==> config.mk <==
export PLATFORM = sky130hd
export DESIGN_NAME = sa_acc_drain
export DESIGN_NICKNAME = d
export VERILOG_FILES = /design/src/rtl/sa_pkg.sv /design/src/rtl/sa_requant_pipe.sv /design/src/rtl/sa_acc_drain.sv
export SDC_FILE = /design/constraint.sdc
export NUM_CORES = 2
export LEC_CHECK = 0
export BUFFER_PORTS_ARGS = -buffer_cell sky130_fd_sc_hd__buf_2
export CORE_MARGIN = 3
export CORE_UTILIZATION = 59
export CTS_CLUSTER_DIAMETER = 150
export DETAILED_ROUTE_END_ITERATION = 10
export GPL_ROUTABILITY_DRIVEN = 0
export PLACE_DENSITY = 0.82
export SLEW_MARGIN = 20
export SYNTH_ARGS = -nofsm -noshare
export SYNTH_HDL_FRONTEND = slang
export SYNTH_HIERARCHICAL = 1
export SYNTH_SLANG_ARGS = --single-unit
export TNS_END_PERCENT = 100
==> constraint.sdc <==
create_clock -name clk -period 7.4 [get_ports clk]
set_clock_uncertainty 0.15 [all_clocks]
set_input_delay 0.74 -clock clk [delete_from_list [all_inputs] [get_ports clk]]
set_output_delay 0.74 -clock clk [all_outputs]
set_load 0.02 [all_outputs]
==> src/rtl/sa_pkg.sv <==
// Shared definitions for the systolic-array drain and requantisation logic.
package sa_pkg;

    typedef enum logic {
        IDLE  = 1'b0,
        DRAIN = 1'b1
    } drain_state_t;

    // Wide working width for requant arithmetic; comfortably covers 49-bit products.
    localparam int unsigned CALC_BITS = 64;
    localparam int unsigned SHIFT_W   = 5;

    // Largest value representable in a signed field of the given width.
    function automatic logic signed [CALC_BITS-1:0] out_max(input int unsigned width);
        return (64'sd1 <<< (width - 1)) - 64'sd1;
    endfunction

    // Smallest value representable in a signed field of the given width.
    function automatic logic signed [CALC_BITS-1:0] out_min(input int unsigned width);
        return -(64'sd1 <<< (width - 1));
    endfunction

    // Clamp a wide signed value into a signed field of the given width.
    function automatic logic signed [CALC_BITS-1:0] sat_int(input logic signed [CALC_BITS-1:0] value,
                                                            input int unsigned width);
        logic signed [CALC_BITS-1:0] hi;
        logic signed [CALC_BITS-1:0] lo;
        hi = out_max(width);
        lo = out_min(width);
        if (value > hi) return hi;
        if (value < lo) return lo;
        return value;
    endfunction

    // Arithmetic right shift with round-half-up (ties toward +inf); shift 0 is identity.
    function automatic logic signed [CALC_BITS-1:0] round_shift(input logic signed [CALC_BITS-1:0] value,
                                                                input logic [SHIFT_W-1:0] shift);
        if (shift == SHIFT_W'(0)) return value;
        return (value + (64'sd1 <<< (shift - SHIFT_W'(1)))) >>> shift;
    endfunction

endpackage

==> src/rtl/sa_requant_pipe.sv <==
// Three-stage requantisation pipe: multiply, round-shift + zero point, saturate.
module sa_requant_pipe
    import sa_pkg::*;
#(
    parameter int unsigned COLS       = 4,
    parameter int unsigned ACC_BITS   = 32,
    parameter int unsigned OUT_BITS   = 8,
    parameter int unsigned MULT_BITS  = 16,
    parameter int unsigned SHIFT_BITS = 5,
    localparam int unsigned IDX_BITS  = $clog2(COLS)
) (
    input  logic                        clk,
    input  logic                        rstn,
    input  logic                        stall,
    input  logic                        in_valid,
    input  logic signed [ACC_BITS-1:0]  in_acc,
    input  logic [IDX_BITS-1:0]         in_idx,
    input  logic [MULT_BITS-1:0]        mult,
    input  logic [SHIFT_BITS-1:0]       shift,
    input  logic signed [OUT_BITS-1:0]  zp,
    output logic                        m_valid,
    output logic signed [OUT_BITS-1:0]  m_data,
    output logic [IDX_BITS-1:0]         m_idx,
    output logic                        m_last
);

    localparam int unsigned PROD_BITS = ACC_BITS + MULT_BITS + 1;
    localparam int unsigned SUM_BITS  = PROD_BITS + 1;

    logic                        s1_valid;
    logic signed [PROD_BITS-1:0] s1_prod;
    logic [IDX_BITS-1:0]         s1_idx;
    logic                        s1_last;
    logic                        s2_valid;
    logic signed [SUM_BITS-1:0]  s2_sum;
    logic [IDX_BITS-1:0]         s2_idx;
    logic                        s2_last;

    logic signed [PROD_BITS-1:0] prod_c;
    logic signed [CALC_BITS-1:0] rnd_c;
    logic signed [CALC_BITS-1:0] sum_c;
    logic signed [CALC_BITS-1:0] sat_c;
    logic                        in_last_c;

    assign in_last_c = (in_idx == IDX_BITS'(COLS - 1));
    assign prod_c    = PROD_BITS'(in_acc) * $signed(PROD_BITS'({1'b0, mult}));
    assign rnd_c     = round_shift(CALC_BITS'(s1_prod), SHIFT_W'(shift));
    assign sum_c     = rnd_c + CALC_BITS'(zp);
    assign sat_c     = sat_int(CALC_BITS'(s2_sum), OUT_BITS);

    // Stage 1: exact signed x unsigned product.
    always_ff @(posedge clk or negedge rstn) begin
        if (!rstn) begin
            s1_valid <= 1'b0;
            s1_prod  <= '0;
            s1_idx   <= '0;
            s1_last  <= 1'b0;
        end else if (!stall) begin
            s1_valid <= in_valid;
            if (in_valid) begin
                s1_prod <= prod_c;
                s1_idx  <= in_idx;
                s1_last <= in_last_c;
            end
        end
    end

    // Stage 2: rounding shift and zero-point offset, one guard bit.
    always_ff @(posedge clk or negedge rstn) begin
        if (!rstn) begin
            s2_valid <= 1'b0;
            s2_sum   <= '0;
            s2_idx   <= '0;
            s2_last  <= 1'b0;
        end else if (!stall) begin
            s2_valid <= s1_valid;
            if (s1_valid) begin
                s2_sum  <= SUM_BITS'(sum_c);
                s2_idx  <= s1_idx;
                s2_last <= s1_last;
            end
        end
    end

    // Stage 3: saturate into the output register; holds while stalled.
    always_ff @(posedge clk or negedge rstn) begin
        if (!rstn) begin
            m_valid <= 1'b0;
            m_data  <= '0;
            m_idx   <= '0;
            m_last  <= 1'b0;
        end else if (!stall) begin
            m_valid <= s2_valid;
            if (s2_valid) begin
                m_data <= OUT_BITS'(sat_c);
                m_idx  <= s2_idx;
                m_last <= s2_last;
            end
        end
    end

endmodule

==> src/rtl/sa_acc_drain.sv <==
// Captures a row of int32 accumulators and streams them out requantised to int8.
module sa_acc_drain
    import sa_pkg::*;
#(
    parameter int unsigned COLS       = 4,
    parameter int unsigned ACC_BITS   = 32,
    parameter int unsigned OUT_BITS   = 8,
    parameter int unsigned MULT_BITS  = 16,
    parameter int unsigned SHIFT_BITS = 5,
    localparam int unsigned IDX_BITS  = $clog2(COLS)
) (
    input  logic                        clk,
    input  logic                        rstn,
    input  logic                        cap_valid,
    output logic                        cap_ready,
    input  logic [COLS*ACC_BITS-1:0]    acc_in,
    input  logic [MULT_BITS-1:0]        scale_mult,
    input  logic [SHIFT_BITS-1:0]       scale_shift,
    input  logic signed [OUT_BITS-1:0]  zero_point,
    output logic                        m_valid,
    input  logic                        m_ready,
    output logic signed [OUT_BITS-1:0]  m_data,
    output logic [IDX_BITS-1:0]         m_idx,
    output logic                        m_last,
    output logic                        busy
);

    drain_state_t               state_q;
    drain_state_t               state_nxt;
    logic signed [ACC_BITS-1:0] cap_acc [COLS];
    logic [MULT_BITS-1:0]       cap_mult;
    logic [SHIFT_BITS-1:0]      cap_shift;
    logic signed [OUT_BITS-1:0] cap_zp;
    logic [IDX_BITS-1:0]        issue_idx;
    logic                       issue_done;

    logic cap_fire_c;
    logic issue_valid_c;
    logic issue_fire_c;
    logic stall_c;

    assign stall_c      = m_valid && !m_ready;
    assign issue_fire_c = issue_valid_c && !stall_c;

    // Next-state and issue control.
    always_comb begin
        state_nxt     = state_q;
        cap_fire_c    = 1'b0;
        issue_valid_c = 1'b0;
        case (state_q)
            IDLE: begin
                if (cap_valid && cap_ready) begin
                    cap_fire_c = 1'b1;
                    state_nxt  = DRAIN;
                end
            end
            DRAIN: begin
                issue_valid_c = !issue_done;
                if (m_valid && m_ready && m_last) state_nxt = IDLE;
            end
            default: state_nxt = IDLE;
        endcase
    end

    // State register with registered status outputs.
    always_ff @(posedge clk or negedge rstn) begin
        if (!rstn) begin
            state_q   <= IDLE;
            cap_ready <= 1'b1;
            busy      <= 1'b0;
        end else begin
            state_q   <= state_nxt;
            cap_ready <= (state_nxt == IDLE);
            busy      <= (state_nxt == DRAIN);
        end
    end

    // Capture buffer and issue counter; scale settings frozen for the whole drain.
    always_ff @(posedge clk or negedge rstn) begin
        if (!rstn) begin
            for (int unsigned c = 0; c < COLS; c++) cap_acc[c] <= '0;
            cap_mult   <= '0;
            cap_shift  <= '0;
            cap_zp     <= '0;
            issue_idx  <= '0;
            issue_done <= 1'b1;
        end else if (cap_fire_c) begin
            for (int unsigned c = 0; c < COLS; c++) cap_acc[c] <= acc_in[c*ACC_BITS +: ACC_BITS];
            cap_mult   <= scale_mult;
            cap_shift  <= scale_shift;
            cap_zp     <= zero_point;
            issue_idx  <= '0;
            issue_done <= 1'b0;
        end else if (issue_fire_c) begin
            if (issue_idx == IDX_BITS'(COLS - 1)) issue_done <= 1'b1;
            else                                  issue_idx  <= issue_idx + IDX_BITS'(1);
        end
    end

    sa_requant_pipe #(
        .COLS       (COLS),
        .ACC_BITS   (ACC_BITS),
        .OUT_BITS   (OUT_BITS),
        .MULT_BITS  (MULT_BITS),
        .SHIFT_BITS (SHIFT_BITS)
    ) u_pipe (
        .clk      (clk),
        .rstn     (rstn),
        .stall    (stall_c),
        .in_valid (issue_fire_c),
        .in_acc   (cap_acc[issue_idx]),
        .in_idx   (issue_idx),
        .mult     (cap_mult),
        .shift    (cap_shift),
        .zp       (cap_zp),
        .m_valid  (m_valid),
        .m_data   (m_data),
        .m_idx    (m_idx),
        .m_last   (m_last)
    );

endmodule

==> impl_metrics.yaml <==
status:
  status: "complete, but fails checks"
  violations: "negative hold slack, negative setup slack"
setup_path:
  crit_type: "reg2reg"
  path_common_cell: "fa_1"
  arrival_ns: 7.75
  max_stage_delay_ns: 0.59
  worst_ep_required_time_ns: 7.65
  endpoint_kind: "register"
  cp-start-kind: "register"
  cp_slowest_cell: "fa_1"
  timing.critical_path.fanout_max: 7
route:
  wl_microns: 130000
  drc_errors: 0
  viasPerCell: 6.38
  vias: 36600
  post_drt_wl_per_cell_microns: 22.7
  drtIter0Drc: 4423
  ant_nets: 0
  drt_pass1_iterations: 10
clock_network:
  htreeDepth: 2
  clk_pin_slew_ns: 0.07
  insertion_delay_ns: 0.58
  cts_sinks: 281
  cts_buffers: 35
  clk_path_buf_depth: 3
  clock-root-buffer: "clkbuf_16"
  cts_tree: "yes"
synth:
  synth-adder-area-share_pct: 31.3
  avgSynthCellArea_sq_um: 9.05
  syn_inst: 4343
  synth_edf_count: 0
  yosysSeqAreaShare_pct: 17.9
  netlist_top_cells_area: "fa_1, dfrtp_1, ha_1, nand2_1, inv_1"
  synth_top_area_share_pct: 25.0
  async_flop_share_pct: 100
  ys_types: 111
  synth_top_cell_by_area: "fa_1"
  ys_top_cells_by_count: "nand2_1, inv_1, fa_1, dfrtp_1, and2_1"
  muxShareOfSynthArea_pct: 9.74
  syn_area_sq_um: 39300
  synth_compound_area_share_pct: 14.4
  yosysWarnings: 6
  ys.flop_type: "dfrtp_1"
  mappedNetlistNets: 5194
  yosysMostFrequentCell: "nand2_1"
  yosys.area_share.simple_pct: 15.4
  synth_top_family_by_area: "adder cells"
  ys_ff_latch: 281
  synth_xor_area_share_pct: 3.03
global_route:
  grt_start_max_net_pins: 161
  grt_pass1_wl_microns: 196000
  grt.overflow.total: 0
  antenna_found_initial: 2
  grt_usage_pct: 35.0
  grt_pass1_vias: 37500
sta:
  fmax_mhz: 133
  fin_crit_sh_pct: 101
  setup_viol: 8
  hold_violations: 2
  slew_headroom_pct: 22.7
  finalMaxSlewViolations: 0
  holdWs_ns: -0.00764
  period_minus_slack_ns: 7.49
  final.setup.worst_slack_ns: -0.0925
  rsz0062_at_grt: "true"
  tightest_slew_ns: 1.16
finish:
  final_util_pct: 70.9
  final_nets: 5696
  areaGrowthSynthToFinish_pct: 18.8
  fillCellCount: 4423
  diodes: 0
  drive_above_1_share_pct: 23.5
floorplanning:
  die_w_microns: 264
  coreArea_sq_um: 65900
  die-area_sq_um: 69800
  start_util_pct: 59.7
  ios: 175
  core.rowCount: 94
  die_y_microns: 264
placement:
  post-place-ws_ns: -0.209
  portBuffers: 174
  post-dp-hpwl_microns: 93300
job:
  maxCapViolCount: 0
worst_hold_path:
  hold_class: "in2async"
-- state kept, by name (all words and copies together), names as in the netlist, 2 cells and up --
register	cells
cap_shift	5
u_pipe/s1_idx	2
cap_acc	128
issue_idx	2
u_pipe/m_data	8
u_pipe/s2_idx	2
u_pipe/m_idx	2
u_pipe/s1_prod	49
cap_mult	16
cap_zp	8
u_pipe/s2_sum	50
-- repair_timing --
item,in CTS,in global routing
gates resized for setup,46,199
setup buffers,20,39
hold buffers,0,0
setup endpoints to repair,14,42
gates cloned,1,2
pin swaps,33,103
-- cells in the final DEF (no fill, tap or decap), drive strengths merged, types with 31 or more instances in the layout --
master  count
buf       718
nand2     596
inv       567
fa        491
dfrtp     279
a21oi     212
and2      208
ha        199
o21ai     199
mux2      193
nor2      153
a21o       99
mux2i      75
xnor2      74
xor2       61
nor3       59
nand4      52
nand3      50
clkbuf     46
mux4       40
o211ai     40
a211oi     33
and3       31
-- path summary, 6_finish.rpt --
kind                                              start                              to  slack [ns]  depth (start not counted)
max reg2reg                    issue_idx[0]$_DFFE_PN0P_  u_pipe/s1_prod[46]$_DFFE_PN0P_       -0.09                         28
min reg2reg                u_pipe/s2_sum[4]$_DFFE_PN0P_    u_pipe/s2_sum[4]$_DFFE_PN0P_        0.32                          2
min in group clk                            acc_in[108]         cap_acc[12]$_DFFE_PN0P_        0.22                          2
max                            issue_idx[0]$_DFFE_PN0P_  u_pipe/s1_prod[46]$_DFFE_PN0P_       -0.09                         28
max in group asynchronous                          rstn        cap_mult[12]$_DFFE_PN0P_        5.77                          2
min                                                rstn   u_pipe/s2_sum[16]$_DFFE_PN0P_      -0.008                          1
-- area by class of cell --
type	count	area (sq um)	area share [%]
clock buffers	46	1020	2.18
flip-flops and latches	281	7040	15.1
repair buffers	718	5310	11.4
multi-input cells	3247	29900	64.1
well taps	864	1080	2.31
clock inverters	14	211	0.453
inverters	562	2110	4.52
-- cell families (layout without fill, tap and decap cells) --
logic type / after synthesis / count (layout)
buf+inv: 816 / 1340
flops: 281 / 281
mux: 308 / 308
compound gates: 847 / 848
simple gates: 1266 / 1266
xor+xnor: 135 / 135
fa+ha+maj: 690 / 690
-- routing by layer --
metal | share of wire (%) | vias up | track usage, % | wire (microns)
met2 | 47 | 2613 | 58.8 | 61500
met3 | 11 | 890 | 8.34 | 14000
met1 | 35 | 17500 | 41.6 | 45100
met4 | 7.4 | 4 | 18.6 | 9610
met5 | 0.032 | - | 0 | 42
li1 | - | 15500 | - | -
-- per-stage QoR --
stage               hold slack (ns)  cells  TNS (ns)  area (sq um)
finish                     -0.00764   5732    -0.500         46700
global route                 0.0414   5732     -2.79         46700
CTS                         0.00645   5691   -0.0382         45500
detailed placement            0.314   5610     -1.50         44000
global placement              0.305   5610    -0.285         44000
floorplan                     0.292   4343         0         39300
-- worst max-delay path: cells and delay by family, from the launching register on --
| kind | cells | cell delay [ns] |
|---|---|---|
| AOI/OAI and AO/OA | 9 | 1.55 |
| xor gates and xnor gates | 1 | 0.20 |
| buffers and inverters | 9 | 1.04 |
| muxes | 1 | 0.44 |
| adders and majority gates | 7 | 3.43 |
| and+or+nand+nor | 1 | 0.05 |
| DFF | 1 | 0.45 |
Power is not shown: default switching activity piles up to over one toggle a cycle in this logic, so the estimate is an artifact.
